**src/rtl/cpu_prog_loader_pkg.sv**
```systemverilog
// cpu_prog_loader_pkg
//   Shared types, constants and helpers for the serial program loader:
//   loader FSM state enum, UART receiver state enum, frame length bounds
//   and the running XOR checksum step.
package cpu_prog_loader_pkg;

   typedef enum logic [2:0] {
      ST_IDLE,
      ST_LEN,
      ST_DATA,
      ST_CSUM,
      ST_RUN,
      ST_ERR
   } ld_state_e;

   typedef enum logic [1:0] {
      RX_IDLE,
      RX_START,
      RX_DATA,
      RX_STOP
   } rx_state_e;

   // Smallest legal LEN byte; the largest is the full memory depth.
   localparam int LEN_MIN = 1;

   function automatic int len_max(input int addr_w);
      return 1 << addr_w;
   endfunction

   // The frame checksum is a plain XOR of the data bytes.
   function automatic logic [7:0] csum_step(input logic [7:0] acc,
                                            input logic [7:0] b);
      return acc ^ b;
   endfunction

endpackage

```
**src/rtl/cpu_prog_uart_rx.sv**
```systemverilog
// cpu_prog_uart_rx
//   8N1 UART receiver, idle high, LSB first, CLK_DIV clocks per bit.
//   Ports:
//     clk_i, rst_ni    clock / async active-low reset
//     rx_i             raw serial input (synchronized here)
//     byte_o           last received byte (stable until the next one)
//     byte_valid_o     1-cycle pulse: byte_o holds a good frame
//     frame_err_o      1-cycle pulse: stop bit sampled low
module cpu_prog_uart_rx
   import cpu_prog_loader_pkg::*;
#(
   parameter int CLK_DIV = 16
) (
   input  logic       clk_i,
   input  logic       rst_ni,
   input  logic       rx_i,
   output logic [7:0] byte_o,
   output logic       byte_valid_o,
   output logic       frame_err_o
);

   localparam int TW   = $clog2(CLK_DIV);
   localparam int HALF = CLK_DIV / 2;

   rx_state_e     st_q, st_d;
   logic [1:0]    sync_q;
   logic          prev_q;
   logic [TW-1:0] tmr_q, tmr_d;
   logic [2:0]    bit_q, bit_d;
   logic [7:0]    sh_q, sh_d;
   logic          vld_q, vld_d;
   logic          ferr_q, ferr_d;
   logic          rx_s;
   logic          fall;

   assign rx_s = sync_q[1];
   // Edge-triggered start so a line held low after a bad stop bit does
   // not retrigger endlessly.
   assign fall = prev_q & ~rx_s;

   always_ff @(posedge clk_i or negedge rst_ni) begin
      if (!rst_ni) begin
         sync_q <= 2'b11;
         prev_q <= 1'b1;
         st_q   <= RX_IDLE;
         tmr_q  <= '0;
         bit_q  <= '0;
         sh_q   <= '0;
         vld_q  <= 1'b0;
         ferr_q <= 1'b0;
      end else begin
         sync_q <= {sync_q[0], rx_i};
         prev_q <= rx_s;
         st_q   <= st_d;
         tmr_q  <= tmr_d;
         bit_q  <= bit_d;
         sh_q   <= sh_d;
         vld_q  <= vld_d;
         ferr_q <= ferr_d;
      end
   end

   always_comb begin
      st_d   = st_q;
      tmr_d  = tmr_q + TW'(1);
      bit_d  = bit_q;
      sh_d   = sh_q;
      vld_d  = 1'b0;
      ferr_d = 1'b0;
      case (st_q)
         RX_IDLE: begin
            tmr_d = '0;
            if (fall) st_d = RX_START;
         end
         RX_START: begin
            // Mid-bit re-check: a high sample was a glitch, drop it quietly.
            if (tmr_q == TW'(HALF - 1)) begin
               tmr_d = '0;
               bit_d = '0;
               st_d  = rx_s ? RX_IDLE : RX_DATA;
            end
         end
         RX_DATA: begin
            if (tmr_q == TW'(CLK_DIV - 1)) begin
               tmr_d = '0;
               sh_d  = {rx_s, sh_q[7:1]};
               bit_d = bit_q + 3'd1;
               if (bit_q == 3'd7) st_d = RX_STOP;
            end
         end
         RX_STOP: begin
            if (tmr_q == TW'(CLK_DIV - 1)) begin
               tmr_d = '0;
               st_d  = RX_IDLE;
               if (rx_s) vld_d  = 1'b1;
               else      ferr_d = 1'b1;
            end
         end
         default: st_d = RX_IDLE;
      endcase
   end

   assign byte_o       = sh_q;
   assign byte_valid_o = vld_q;
   assign frame_err_o  = ferr_q;

endmodule

```
**src/rtl/cpu_prog_loader.sv**
```systemverilog
// cpu_prog_loader
//   Receives a program over UART (LEN, N data bytes, XOR CSUM) into a
//   2^ADDR_W byte memory while holding the CPU in reset; releases the CPU
//   once the checksum matches.
//   Ports:
//     wb_clk_i   system clock            rst_n     async active-low reset
//     uart_rx    serial program input    load_req  start a new load
//     addr_bus   CPU fetch address       data_bus  fetched byte
//     cpu_rst    CPU hold-in-reset       busy      frame in progress
//     done       program loaded (RUN)    err       load failed (ERR)
module cpu_prog_loader
   import cpu_prog_loader_pkg::*;
#(
   parameter int ADDR_W  = 6,
   parameter int CLK_DIV = 16
) (
   input  logic       wb_clk_i,
   input  logic       rst_n,
   input  logic       uart_rx,
   input  logic       load_req,
   input  logic [9:0] addr_bus,
   output logic [7:0] data_bus,
   output logic       cpu_rst,
   output logic       busy,
   output logic       done,
   output logic       err
);

   localparam int PW      = ADDR_W + 1;   // holds N up to the full depth
   localparam int DEPTH   = 1 << ADDR_W;
   localparam int LEN_MAX = len_max(ADDR_W);

   ld_state_e   st_q, st_d;
   logic [PW-1:0] ptr_q, ptr_d;
   logic [PW-1:0] len_q, len_d;
   logic [7:0]  xor_q, xor_d;
   logic        mem_we;
   logic [7:0]  rx_byte;
   logic        rx_vld;
   logic        rx_ferr;
   logic [7:0]  mem [DEPTH];

   cpu_prog_uart_rx #(.CLK_DIV(CLK_DIV)) u_rx (
      .clk_i        (wb_clk_i),
      .rst_ni       (rst_n),
      .rx_i         (uart_rx),
      .byte_o       (rx_byte),
      .byte_valid_o (rx_vld),
      .frame_err_o  (rx_ferr)
   );

   always_ff @(posedge wb_clk_i or negedge rst_n) begin
      if (!rst_n) begin
         st_q  <= ST_IDLE;
         ptr_q <= '0;
         len_q <= '0;
         xor_q <= '0;
      end else begin
         st_q  <= st_d;
         ptr_q <= ptr_d;
         len_q <= len_d;
         xor_q <= xor_d;
      end
   end

   always_comb begin
      st_d   = st_q;
      ptr_d  = ptr_q;
      len_d  = len_q;
      xor_d  = xor_q;
      mem_we = 1'b0;
      case (st_q)
         // load_req is only honoured outside an active frame.
         ST_IDLE, ST_RUN, ST_ERR: begin
            if (load_req) begin
               st_d  = ST_LEN;
               ptr_d = '0;
               xor_d = '0;
            end
         end
         ST_LEN: begin
            if (rx_ferr) begin
               st_d = ST_ERR;
            end else if (rx_vld) begin
               if (int'(rx_byte) < LEN_MIN || int'(rx_byte) > LEN_MAX) begin
                  st_d = ST_ERR;
               end else begin
                  len_d = PW'(rx_byte);
                  st_d  = ST_DATA;
               end
            end
         end
         ST_DATA: begin
            if (rx_ferr) begin
               st_d = ST_ERR;
            end else if (rx_vld) begin
               mem_we = 1'b1;
               xor_d  = csum_step(xor_q, rx_byte);
               ptr_d  = ptr_q + PW'(1);
               // ptr stops at N, which always fits in PW bits.
               if (ptr_q == len_q - PW'(1)) st_d = ST_CSUM;
            end
         end
         ST_CSUM: begin
            if (rx_ferr) begin
               st_d = ST_ERR;
            end else if (rx_vld) begin
               st_d = (rx_byte == xor_q) ? ST_RUN : ST_ERR;
            end
         end
         default: st_d = ST_IDLE;
      endcase
   end

   // No reset on the array: a reset must not wipe a loaded program.
   always_ff @(posedge wb_clk_i) begin
      if (mem_we) mem[ptr_q[ADDR_W-1:0]] <= rx_byte;
   end

   // Asynchronous read: a same-cycle write is seen only after the edge.
   assign data_bus = ((addr_bus >> ADDR_W) == '0) ? mem[addr_bus[ADDR_W-1:0]]
                                                  : 8'h00;

   assign cpu_rst = (st_q != ST_RUN);
   assign busy    = (st_q == ST_LEN) || (st_q == ST_DATA) || (st_q == ST_CSUM);
   assign done    = (st_q == ST_RUN);
   assign err     = (st_q == ST_ERR);

endmodule

```
**config.mk**
```make
export PLATFORM = sky130hd
export DESIGN_NAME = cpu_prog_loader
export DESIGN_NICKNAME = d
export VERILOG_FILES = /design/src/rtl/cpu_prog_loader_pkg.sv /design/src/rtl/cpu_prog_uart_rx.sv /design/src/rtl/cpu_prog_loader.sv
export SDC_FILE = /design/constraint.sdc
export NUM_CORES = 1
export LEC_CHECK = 0
export CORE_ASPECT_RATIO = 0.9
export CORE_MARGIN = 5
export CORE_UTILIZATION = 55
export DETAILED_ROUTE_END_ITERATION = 7
export PLACE_DENSITY_LB_ADDON = 0.1
export SLEW_MARGIN = 20
export SYNTH_ARGS = -nofsm -noshare
export SYNTH_HDL_FRONTEND = slang
export SYNTH_SLANG_ARGS = --single-unit
```
**constraint.sdc**
```tcl
create_clock -name wb_clk_i -period 2.5 [get_ports wb_clk_i]
set_input_delay 0.5 -clock wb_clk_i [delete_from_list [all_inputs] [get_ports wb_clk_i]]
set_output_delay 0.5 -clock wb_clk_i [all_outputs]
set_load 0.005 [all_outputs]
```
==> metrics.txt <==
Synth warnings 0; FMAX around 0.33 GHz; Setup Viol. Count Final 8; crit start category flip-flop; vias per cell 6.033; Initial Utilization approximately 55%; fin nets approximately 1400; pin count of the biggest net entering global routing between 70 and 80; GRT Total Usage between 20% and 30%; critical path type reg2out; ys async rst share under 10%; Core Region around 40000 µm²; post-DP HPWL 31.86 mm; Adder-Cell Fraction of Synth Area less than 1%; post-route ant nets 0; CP Max Fanout 1; IO Pins 26; Final min period 3.049 ns; Num CTS Buffers 54; H-tree levels 2; worst setup path start mem[31][0]; Tcrit/Tclk final 122.0%; final core occ between 60% and 70%; post-synthesis cell area around 22000 µm²; Worst-Skew Late Latency ~0.6 ns; clk sinks approximately 560; failing checks setup timing; number of DRC markers in iteration 0 around 1200; reg2reg start u_rx.frame_err_o; Slew Limit Headroom a little under half; multiplexer share of the synthesized area between 15 and 20%; Synth cell types 61; Remaining Overflow, GRT 0; fin. max-slew vios 0; Area Overhead vs Synth 18.50%; Clock Pin Slew Worst Setup and Hold Paths roughly 0.06 ns; Total Power approximately 0.020 W; die area ~45000 µm²; RSZ-0062 raised after global routing true; most frequent cells in the layout edfxtp_1, buf_4, mux4_2; simple-gate share of the synthesized area ~4.2%; CTS tree done; status finished with violations; Worst-Margin Slew slightly above 0.8 ns; Worst EP required 2.00 ns; Clock Skews 0.01402 ns; worst setup path end data_bus[0]; synthesized flop and latch total 559; peak supply drop approximately 0.54 mV; Hold WC Path Type in2reg; final hold violations 0; Lkg Pwr around 9 nW; initial antenna violation count 0; Detailed Route WL about 50 mm; ANT cells 0; I/O Buffers 25; arrival time of the worst setup path between 2 and 3 ns; Max Cap Viol 0; largest family of logic cells by synthesized area multiplexers; Post-Syn Instances 1148; Synth Area in XOR/XNOR less than 1%; cells on worst reg2reg path 7; Synth Area per Inst just under 20 µm²; DRC errors left 0; die width around 220 µm; layout cells sized above 1 33.59%; Reg-to-Reg End mem[17][5]; via count 11750; vias in the first global route about 12000; Root Buffer clkbuf_16; reg2reg setup slack roughly 0.19 ns; power density over cell area between 700 and 800 nW/µm²; register area share after synthesis 73.94%; compound-cell area share of the yosys netlist under 10%; Final WS setup -0.5491 ns; RePlAce Congestion just over 0.9; commonest non-fill, non-tap cell in the layout edfxtp_1; Post-Syn Nets about 1200; Post-synth top flop edfxtp_1; EDFF count, synth ~510; routed len/inst about 26 µm; Cell Rows 70; first-pass GRT wire length 77.34 mm; DIE HEIGHT 201.4 µm; endpoint type of the worst setup path output port; Pre-antenna DRT Iters 5; clock buffer depth 3
## worst max-delay path: stages, from the launching register on
cell and delay [ns]:
edfxtp_1 0.36, mux4_2 0.51, mux4_2 0.53, o211ai_1 0.25, nand3_1 0.15, buf_2 0.15
## synth_stat cells, types with 4 or more instances
library cell	number	share of area, %
edfxtp_1	512	69
mux4_2	127	13
nor2_1	102	1.7
nand2_1	48	0.80
dfrtp_1	44	4.9
o21ai_0	30	0.67
mux2i_1	27	1.2
clkbuf_1	25	0.42
buf_2	17	0.38
mux2_2	16	0.80
a21oi_1	14	0.31
buf_4	13	0.44
xnor2_1	13	0.51
mux4_1	11	1.3
xor2_1	11	0.43
a221oi_1	10	0.39
nand3_1	8	0.18
a31oi_1	6	0.17
buf_1	6	0.10
inv_1	6	0.10
nand3b_1	6	0.20
nor3_1	6	0.13
a211oi_1	5	0.17
ha_1	5	0.28
nor2b_1	5	0.14
o22ai_1	5	0.14
or3_1	5	0.14
and3_1	4	0.11
nand2b_1	4	0.11
nand4_1	4	0.11
nor4_1	4	0.11
## cells by family after synthesis
logic type | after synthesis
simple gates | 209
buf+inv | 74
compound gates | 96
flops | 559
xor+xnor | 24
mux | 181
fa+ha+maj | 5
## layout make-up
cell class | count | area, µm²
multi-input combinational | 515 | 5518
clock buffer | 60 | 1374
timing repair buffer | 224 | 1922
clock inverter | 42 | 446.7
tap | 540 | 675.6
sequential | 559 | 16570
fill | 2790 | 13930
inverter | 8 | 30.03
## worst min-delay path by stage
stage,start,to,slack (ns),cells past startpoint
floorplan,rst_n,async pin,0.20,0
global placement,u_rx.sync_q[0],u_rx.sync_q[1],0.35,0
detailed placement,u_rx.sync_q[0],u_rx.sync_q[1],0.35,0
CTS,uart_rx,u_rx.sync_q[0],0.27,1
global route,uart_rx,u_rx.sync_q[0],0.27,1
finish,uart_rx,u_rx.sync_q[0],0.30,1
## sequential cells by signal (all words and copies together) (netlist names), 3 cells and up, named ones only
name and flops:
mem 512, u_rx.byte_o 8, xor_q 8, len_q 7, ptr_q 7, u_rx.tmr_q 4
st_q 3, u_rx.bit_q 3
## power by group
group          internal [W]  switching (W)
Clock               0.00489        0.00343
Sequential           0.0102       0.000102
Combinational      0.000553       0.000557
Total                0.0156        0.00409
## metrics by stage
stage / hold WS (ns) / instances / setup TNS [ns] / setup WS [ns] / cell area (µm²)
after CTS: 0.2711 / 1933 / -4.104 / -0.6065 / 26350
after global placement: 0.3462 / 1830 / -6.125 / -0.8114 / 24520
after detailed placement: 0.3470 / 1830 / -6.204 / -0.8159 / 24520
final: 0.3039 / 1948 / -3.552 / -0.5491 / 26530
after floorplan: 0.2044 / 1148 / -0.07400 / -0.02034 / 22420
after global routing: 0.2741 / 1948 / -4.280 / -0.6489 / 26530
## repair_timing
item                                    4_1_cts  5_1_grt
endpoints found under the hold margin        26        0
buffers inserted                              0       15
pin swaps                                    14       10
endpoints found under the setup margin        8       11
resized for setup                            43       19
hold buffers                                  1        0
## routing by layer
metal / global-route usage (%) / up-vias / share of wire, %
li1: - / 5096 / -
met1: 34.61 / 6186 / 43
met2: 36.64 / 404 / 49
met3: 4.581 / 66 / 6.9
met4: 4.660 / 0 / 1.6
met5: 0 / - / 0
No activity file was read; power rests on OpenSTA's default activity.
